File: config.mk
export PLATFORM = sky130hd
export DESIGN_NAME = decode_branch_unit_flat
export DESIGN_NICKNAME = d
export VERILOG_FILES = /design/src/rtl/cpu_pkg.sv /design/src/rtl/decode_branch_unit_if.sv /design/src/rtl/wrap_adder.sv /design/src/rtl/decode_branch_unit.sv /design/src/flat_wrapper.sv
export SDC_FILE = /design/constraint.sdc
export NUM_CORES = 1
export LEC_CHECK = 0
export ABC_AREA = 1
export CAP_MARGIN = 25
export CORE_UTILIZATION = 50
export DETAILED_ROUTE_END_ITERATION = 10
export GPL_TIMING_DRIVEN = 0
export PLACE_DENSITY_LB_ADDON = 0.2
export SLEW_MARGIN = 20
export SYNTH_ARGS = -nofsm -noshare
export SYNTH_HDL_FRONTEND = slang
export SYNTH_SLANG_ARGS = --single-unit
File: constraint.sdc
create_clock -name clock -period 5.2 [get_ports clock]
set_input_delay 1.04 -clock clock [delete_from_list [all_inputs] [get_ports clock]]
set_output_delay 1.04 -clock clock [all_outputs]
set_load 0.02 [all_outputs]
File: src/rtl/cpu_pkg.sv
// Shared decode constants: opcodes, ALU/write-back select codes and control-bundle bit positions.
package cpu_pkg;

    localparam int unsigned OPCODE_W = 4;
    localparam int unsigned EX_W     = 5;
    localparam int unsigned MEM_W    = 5;
    localparam int unsigned JUMP_W   = 2;
    localparam int unsigned ALU_W    = 3;
    localparam int unsigned WBSEL_W  = 2;

    localparam logic [OPCODE_W-1:0] OP_NOP  = 4'b0000;
    localparam logic [OPCODE_W-1:0] OP_ST   = 4'b0011;
    localparam logic [OPCODE_W-1:0] OP_ADD  = 4'b0100;
    localparam logic [OPCODE_W-1:0] OP_INC  = 4'b0101;
    localparam logic [OPCODE_W-1:0] OP_NEG  = 4'b0110;
    localparam logic [OPCODE_W-1:0] OP_SUB  = 4'b0111;
    localparam logic [OPCODE_W-1:0] OP_J    = 4'b1000;
    localparam logic [OPCODE_W-1:0] OP_BRZ  = 4'b1001;
    localparam logic [OPCODE_W-1:0] OP_JM   = 4'b1010;
    localparam logic [OPCODE_W-1:0] OP_BRN  = 4'b1011;
    localparam logic [OPCODE_W-1:0] OP_LD   = 4'b1110;
    localparam logic [OPCODE_W-1:0] OP_SVPC = 4'b1111;

    localparam logic [ALU_W-1:0] ALU_PASS = 3'b000;
    localparam logic [ALU_W-1:0] ALU_ADD  = 3'b001;
    localparam logic [ALU_W-1:0] ALU_INC  = 3'b010;
    localparam logic [ALU_W-1:0] ALU_NEG  = 3'b011;
    localparam logic [ALU_W-1:0] ALU_SUB  = 3'b100;

    localparam logic [WBSEL_W-1:0] WB_ALU    = 2'b00;
    localparam logic [WBSEL_W-1:0] WB_DMEM   = 2'b01;
    localparam logic [WBSEL_W-1:0] WB_TARGET = 2'b10;

    // ex_ctrl field positions
    localparam int unsigned EX_ALU_LSB   = 2;
    localparam int unsigned EX_MEM_WRITE = 1;
    localparam int unsigned EX_MEM_READ  = 0;

    // mem_ctrl field positions
    localparam int unsigned MEM_REG_WRITE = 4;
    localparam int unsigned MEM_WB_LSB    = 2;
    localparam int unsigned MEM_BRZ       = 1;
    localparam int unsigned MEM_BRN       = 0;

    // jump field positions
    localparam int unsigned JUMP_J  = 1;
    localparam int unsigned JUMP_JM = 0;

endpackage

File: src/rtl/decode_branch_unit_if.sv
// Decode-stage bus: IF/ID and write-back inputs toward the unit, control bundles and PC values back.
interface decode_branch_unit_if #(
    parameter int unsigned WIDTH = 32,
    parameter int unsigned OPW   = 4
);
    logic [OPW-1:0]   opcode;
    logic [WIDTH-1:0] pc;
    logic [WIDTH-1:0] imm;
    logic             wb_brz;
    logic             wb_brn;
    logic             wb_jump;
    logic             z;
    logic             n;
    logic [4:0]       ex_ctrl;
    logic [4:0]       mem_ctrl;
    logic [1:0]       jump;
    logic [WIDTH-1:0] target;
    logic [WIDTH-1:0] pc_plus1;
    logic             take;

    modport master (
        output opcode, pc, imm, wb_brz, wb_brn, wb_jump, z, n,
        input  ex_ctrl, mem_ctrl, jump, target, pc_plus1, take
    );

    modport slave (
        input  opcode, pc, imm, wb_brz, wb_brn, wb_jump, z, n,
        output ex_ctrl, mem_ctrl, jump, target, pc_plus1, take
    );
endinterface

File: src/rtl/wrap_adder.sv
// Modulo-2^WIDTH adder; carry out is intentionally discarded.
module wrap_adder #(
    parameter int unsigned WIDTH = 32
) (
    input  logic [WIDTH-1:0] a,
    input  logic [WIDTH-1:0] b,
    output logic [WIDTH-1:0] sum
);
    assign sum = a + b;
endmodule

File: src/rtl/decode_branch_unit.sv
// Decode-stage control: opcode -> registered EX/MEM/jump bundles, PC+1 / PC+imm adders,
// and the write-back branch-taken select for the PC mux.
module decode_branch_unit
    import cpu_pkg::*;
#(
    parameter int unsigned WIDTH = 32,
    parameter int unsigned OPW   = 4
) (
    input  logic                 clock,
    input  logic                 reset,
    decode_branch_unit_if.slave  bus
);

    logic [OPW-1:0]    opcode;
    logic [EX_W-1:0]   ex_d;
    logic [MEM_W-1:0]  mem_d;
    logic [JUMP_W-1:0] jump_d;
    logic [WIDTH-1:0]  target_d;
    logic [WIDTH-1:0]  pc_plus1;

    assign opcode = bus.opcode;

    wrap_adder #(.WIDTH(WIDTH)) u_inc (
        .a   (bus.pc),
        .b   (WIDTH'(1)),
        .sum (pc_plus1)
    );

    wrap_adder #(.WIDTH(WIDTH)) u_target (
        .a   (bus.pc),
        .b   (bus.imm),
        .sum (target_d)
    );

    assign bus.pc_plus1 = pc_plus1;

    // Redirect when the write-back instruction's branch condition holds.
    assign bus.take = (bus.wb_brz & bus.z) | (bus.wb_brn & bus.n) | bus.wb_jump;

    // Opcode decode; anything not listed falls through to the all-zero NOP bundle.
    always_comb begin
        ex_d   = '0;
        mem_d  = '0;
        jump_d = '0;
        case (opcode)
            OP_NOP: ;
            OP_SVPC: begin
                mem_d[MEM_REG_WRITE]               = 1'b1;
                mem_d[MEM_WB_LSB +: WBSEL_W]       = WB_TARGET;
            end
            OP_LD: begin
                ex_d[EX_MEM_READ]                  = 1'b1;
                mem_d[MEM_REG_WRITE]               = 1'b1;
                mem_d[MEM_WB_LSB +: WBSEL_W]       = WB_DMEM;
            end
            OP_ST:  ex_d[EX_MEM_WRITE] = 1'b1;
            OP_ADD, OP_INC, OP_NEG, OP_SUB: begin
                mem_d[MEM_REG_WRITE]               = 1'b1;
                mem_d[MEM_WB_LSB +: WBSEL_W]       = WB_ALU;
                case (opcode)
                    OP_ADD:  ex_d[EX_ALU_LSB +: ALU_W] = ALU_ADD;
                    OP_INC:  ex_d[EX_ALU_LSB +: ALU_W] = ALU_INC;
                    OP_NEG:  ex_d[EX_ALU_LSB +: ALU_W] = ALU_NEG;
                    default: ex_d[EX_ALU_LSB +: ALU_W] = ALU_SUB;
                endcase
            end
            OP_J: begin
                ex_d[EX_ALU_LSB +: ALU_W]          = ALU_PASS;
                jump_d[JUMP_J]                     = 1'b1;
            end
            OP_JM: begin
                ex_d[EX_MEM_READ]                  = 1'b1;
                jump_d[JUMP_JM]                    = 1'b1;
            end
            OP_BRZ: begin
                ex_d[EX_ALU_LSB +: ALU_W]          = ALU_PASS;
                mem_d[MEM_BRZ]                     = 1'b1;
            end
            OP_BRN: begin
                ex_d[EX_ALU_LSB +: ALU_W]          = ALU_PASS;
                mem_d[MEM_BRN]                     = 1'b1;
            end
            default: ;
        endcase
    end

    // Reset flushes the in-flight bundle to NOP ahead of this cycle's capture.
    always_ff @(posedge clock) begin
        if (reset) begin
            bus.ex_ctrl  <= '0;
            bus.mem_ctrl <= '0;
            bus.jump     <= '0;
            bus.target   <= '0;
        end else begin
            bus.ex_ctrl  <= ex_d;
            bus.mem_ctrl <= mem_d;
            bus.jump     <= jump_d;
            bus.target   <= target_d;
        end
    end

endmodule

File: src/flat_wrapper.sv
// flat-port wrapper written by rule: the top's interface ports become plain ports
module decode_branch_unit_flat import cpu_pkg::*;
#(
    parameter int unsigned WIDTH = 32,
    parameter int unsigned OPW   = 4
)
  (clock, reset, bus_opcode, bus_pc, bus_imm, bus_wb_brz, bus_wb_brn, bus_wb_jump, bus_z, bus_n, bus_ex_ctrl, bus_mem_ctrl, bus_jump, bus_target, bus_pc_plus1, bus_take);
  decode_branch_unit_if #(.WIDTH(WIDTH), .OPW(OPW)) bus_i ();
  input  logic clock;
  input  logic reset;
  input wire logic [$bits(bus_i.opcode)-1:0] bus_opcode;
  input wire logic [$bits(bus_i.pc)-1:0] bus_pc;
  input wire logic [$bits(bus_i.imm)-1:0] bus_imm;
  input wire logic [$bits(bus_i.wb_brz)-1:0] bus_wb_brz;
  input wire logic [$bits(bus_i.wb_brn)-1:0] bus_wb_brn;
  input wire logic [$bits(bus_i.wb_jump)-1:0] bus_wb_jump;
  input wire logic [$bits(bus_i.z)-1:0] bus_z;
  input wire logic [$bits(bus_i.n)-1:0] bus_n;
  output wire logic [$bits(bus_i.ex_ctrl)-1:0] bus_ex_ctrl;
  output wire logic [$bits(bus_i.mem_ctrl)-1:0] bus_mem_ctrl;
  output wire logic [$bits(bus_i.jump)-1:0] bus_jump;
  output wire logic [$bits(bus_i.target)-1:0] bus_target;
  output wire logic [$bits(bus_i.pc_plus1)-1:0] bus_pc_plus1;
  output wire logic [$bits(bus_i.take)-1:0] bus_take;
  assign bus_i.opcode = bus_opcode;
  assign bus_i.pc = bus_pc;
  assign bus_i.imm = bus_imm;
  assign bus_i.wb_brz = bus_wb_brz;
  assign bus_i.wb_brn = bus_wb_brn;
  assign bus_i.wb_jump = bus_wb_jump;
  assign bus_i.z = bus_z;
  assign bus_i.n = bus_n;
  assign bus_ex_ctrl = bus_i.ex_ctrl;
  assign bus_mem_ctrl = bus_i.mem_ctrl;
  assign bus_jump = bus_i.jump;
  assign bus_target = bus_i.target;
  assign bus_pc_plus1 = bus_i.pc_plus1;
  assign bus_take = bus_i.take;
  decode_branch_unit #(.WIDTH(WIDTH), .OPW(OPW)) u_core (.clock(clock), .reset(reset), .bus(bus_i));
endmodule
==> run summary <==
The flow ran to the end, and the final reports show no timing, DRC or antenna violations. Required time at the endpoint of the critical path: 4.16 ns. The Yosys step of the flow raised 0 warnings.

The placed instances occupy a cell area of 5960 sq um. The cell area after layout was 6070 sq um. Counting every sink on the clock net gives 44. Setup repair after global routing left no endpoint under its margin. In this run the standard cell core region covers 8300 sq um.

The congestion estimate from routability-driven global placement came to 0.954. The number of enable-type register cells in the synthesized netlist was 0. Overall power consumption after layout is estimated at 1.20 mW. The area fraction in compound gates after synthesis is 0.0712. The critical path start-end classification is input pin to primary output. In this run the remaining antenna-violating nets after routing total 0. The top cell type's share of synthesized area was 0.231. The gate count of the mapped netlist is 758. The number of global-route vias before repair came out at 5000. The clock passes through at most 2 buffers.

The number of violations of the max-capacitance limit came out at 0. The maximum number of pins on one net before global-route repair is 16. The area overhead of the layout relative to synthesis is 40.4%. Power spread over the standard cell area amounts to 198 nW/um^2. The leading area contributor after synthesis is nand2_1. In this run the worst path has a maximum fanout of 5. For this run, design rule violations remaining after detail routing come to 0. Summing every instance area after synthesis gives 4330 sq um. The tree is rooted in a clkbuf_8.

Dividing the detail-routed via count by the number of cells gives 5.20. The path with the worst hold slack has its endpoint at u_core.bus.ex_ctrl[0]. After detailed routing, the average wire length per cell comes to 14.1 microns. The count of input and output buffers came out at 150.

The repair_antennas step left the layout with diodes totalling 0. The clock period minus final worst setup slack is 4.60 ns, and the number of buffers inserted by hold repair at cts is 0. The run gives 0 as the max-slew violation count. Counting the buffers created by CTS gives 5. The share of flip-flops with an asynchronous set or reset after synthesis works out to 0. The first detailed-routing pass took 5 iterations. The initial antenna violation count is 0, and the wire length of the first global-routing pass is 22700 microns. The share of the clock period used by the worst path was 0.884. Vertical die dimension: 95.0 microns. The post-synthesis adder-cell area fraction is 0.0972.

The sequential-to-total area share from yosys stat is 0.204. The worst setup path is captured at a primary output. The worst hold path begins at reset.

For the worst setup path, the data arrival time is 3.56 ns. The number of stages on the worst hold path works out to 2. By area, the combinational part of the netlist is dominated by simple AND/OR/NAND/NOR gates.

The tools report the detailed placement HPWL as 12000 microns. At the pin with the least slew margin, the transition time is 0.587 ns. The tools report the total negative slack for setup checks as 0 ns.

Setup violations remaining at the end of the flow were counted as 0. The die covers 9030 sq um. Number of synthesized register bits: 44. The static leakage is 3.12 nW, and the number of hold-slack violations in the final timing report is 0.

The remaining global-route overflow was 0. By area the synthesized netlist is led by nand2_1 (23%), dfxtp_1 (20%), inv_1 (12%), ha_1 (9.3%), nor2_1 (7.5%). The number of buffers inserted by post-CTS setup repair came out at 0. The floorplan has 33 rows. The fraction of the mapped netlist area in simple logic gates is 0.440, and the number of buffer and inverter instances along the worst setup path is 2. The XOR/XNOR share of the synthesized area was 0.0648. TritonCTS built the clock tree.

The H-tree level count was 2; the number of nets in the synthesized netlist was 866. The run gives 0.324 as the total routing resource utilization after global routing. The number of different library cells used by synthesis comes to 29. The tools report the starting utilization of the core area as 0.521. The library cell contributing the largest single delay on the critical path is clkdlybuf4s50_1. The most common flop cell mapped by yosys is dfxtp_1. The worst setup path is launched from an input pin. For this run, the slowest stage of the critical path takes 0.62 ns. For this block, the routed nets add up to 14400 microns of wire. Walking the worst path, the cells encountered are clkdlybuf4s50_1, ha_1, nand3_1, nor4_1, nand3_1, xnor2_1, clkdlybuf4s50_1.

The share of cells above drive strength 1 was 0.0240. The tools report the worst supply voltage drop on vdd as 119 uV. Detailed routing inserted a total of 5313 vias. The relative slew slack is 0.609. Broken down by cell family, the worst path's largest delay share belongs to buffers and inverters.

The final-stage net count came out at 1023. The worst hold-check path type was input pin to register. The share of synthesized area spent on multiplexers works out to 0. The mean instance size in the synthesized netlist was 5.71 sq um.

In this run, post-CTS repair resized a total of 0 instances. Timing would allow up to 0.217 GHz. The clock transition at the registers of the reported paths works out to 0.08 ns.

Violation count after the first detailed-route iteration: 440. The horizontal die dimension works out to 95.0 microns. 152 I/O pins were placed.
[layout make-up]
cell class	instances	area, sq um
sequential	44	881
clock inverter	3	46.3
buffer	5	21.3
multi-input combinational	573	2910
inverter	136	510
tap	105	131
timing repair buffer	150	1500
fill	707	2230
clock buffer	5	68.8
[how the worst max path moves through the flow]
stage	from	to	slack (ns)	depth (start not counted)
2_1_floorplan	bus_pc[0]	bus_pc_plus1[20]	1.93	7
3_3_place_gp	bus_pc[1]	bus_pc_plus1[26]	0.71	9
3_5_place_dp	bus_pc[1]	bus_pc_plus1[24]	0.66	9
4_1_cts	bus_pc[1]	bus_pc_plus1[24]	0.63	9
5_1_grt	bus_pc[1]	bus_pc_plus1[28]	0.47	7
6_report	bus_pc[1]	bus_pc_plus1[28]	0.60	7
[state kept, by name, indices dropped and copies added (netlist names)]
signal / cells
u_core.bus.target: 32
u_core.bus.ex_ctrl: 5
u_core.bus.jump: 2
u_core.bus.mem_ctrl: 5
[cells by family after synthesis]
group                      after synthesis
AOI/OAI and AO/OA                       58
xor gates and xnor gates                32
adders and majority gates               33
buffers and inverters                  141
DFF                                     44
and+or+nand+nor                        450
[Yosys cell counts, drive strengths merged, types with 2 or more instances]
master / count
a21oi: 41
nor4: 3
and2: 3
nand4: 12
ha: 32
dfxtp: 44
nand2: 267
nand3: 46
xor2: 17
inv: 136
nor3: 25
buf: 2
xnor2: 15
clkbuf: 3
o21ai: 11
o21bai: 3
nor2: 92
[routing by layer]
metal / vias to the layer above / wire length, microns / global-route usage
met5: - / 0 / 0
met4: 0 / 345 / 0.115
met3: 27 / 1150 / 0.0303
met2: 277 / 6520 / 0.550
met1: 2332 / 6340 / 0.427
li1: 2677 / - / -
[power by group]
part | internal [mW] | switching, mW
Combinational | 0.227 | 0.318
Sequential | 0.368 | 0.00749
Clock | 0.145 | 0.137
[cells in the final DEF, fill, tap and decap left out, drive strengths merged]
cell	n
nand3	46
xor2	17
o21ai	11
bufinv	1
nor2	92
fa	1
o21a	1
a21oi	41
a221o	1
clkinvlp	1
and2	3
buf	2
nand4	12
inv	137
nor4	3
clkbuf	8
nor3b	1
or2	1
ha	32
nand2	267
xnor2	15
a21o	1
o21bai	3
clkdlybuf4s50	150
dfxtp	44
nor3	25
[through the flow]
step           hold slack, ns  setup slack, ns  utilization  instances
2_1_floorplan            1.11             1.93            -        758
3_3_place_gp             1.41            0.713        0.718       1013
3_5_place_dp             1.42            0.658        0.718       1013
4_1_cts                  1.10            0.633        0.732       1021
5_1_grt                  1.12            0.474        0.732       1021
6_report                 1.11            0.601        0.732       1021
Note: power is estimated with default switching activity, not from simulation.
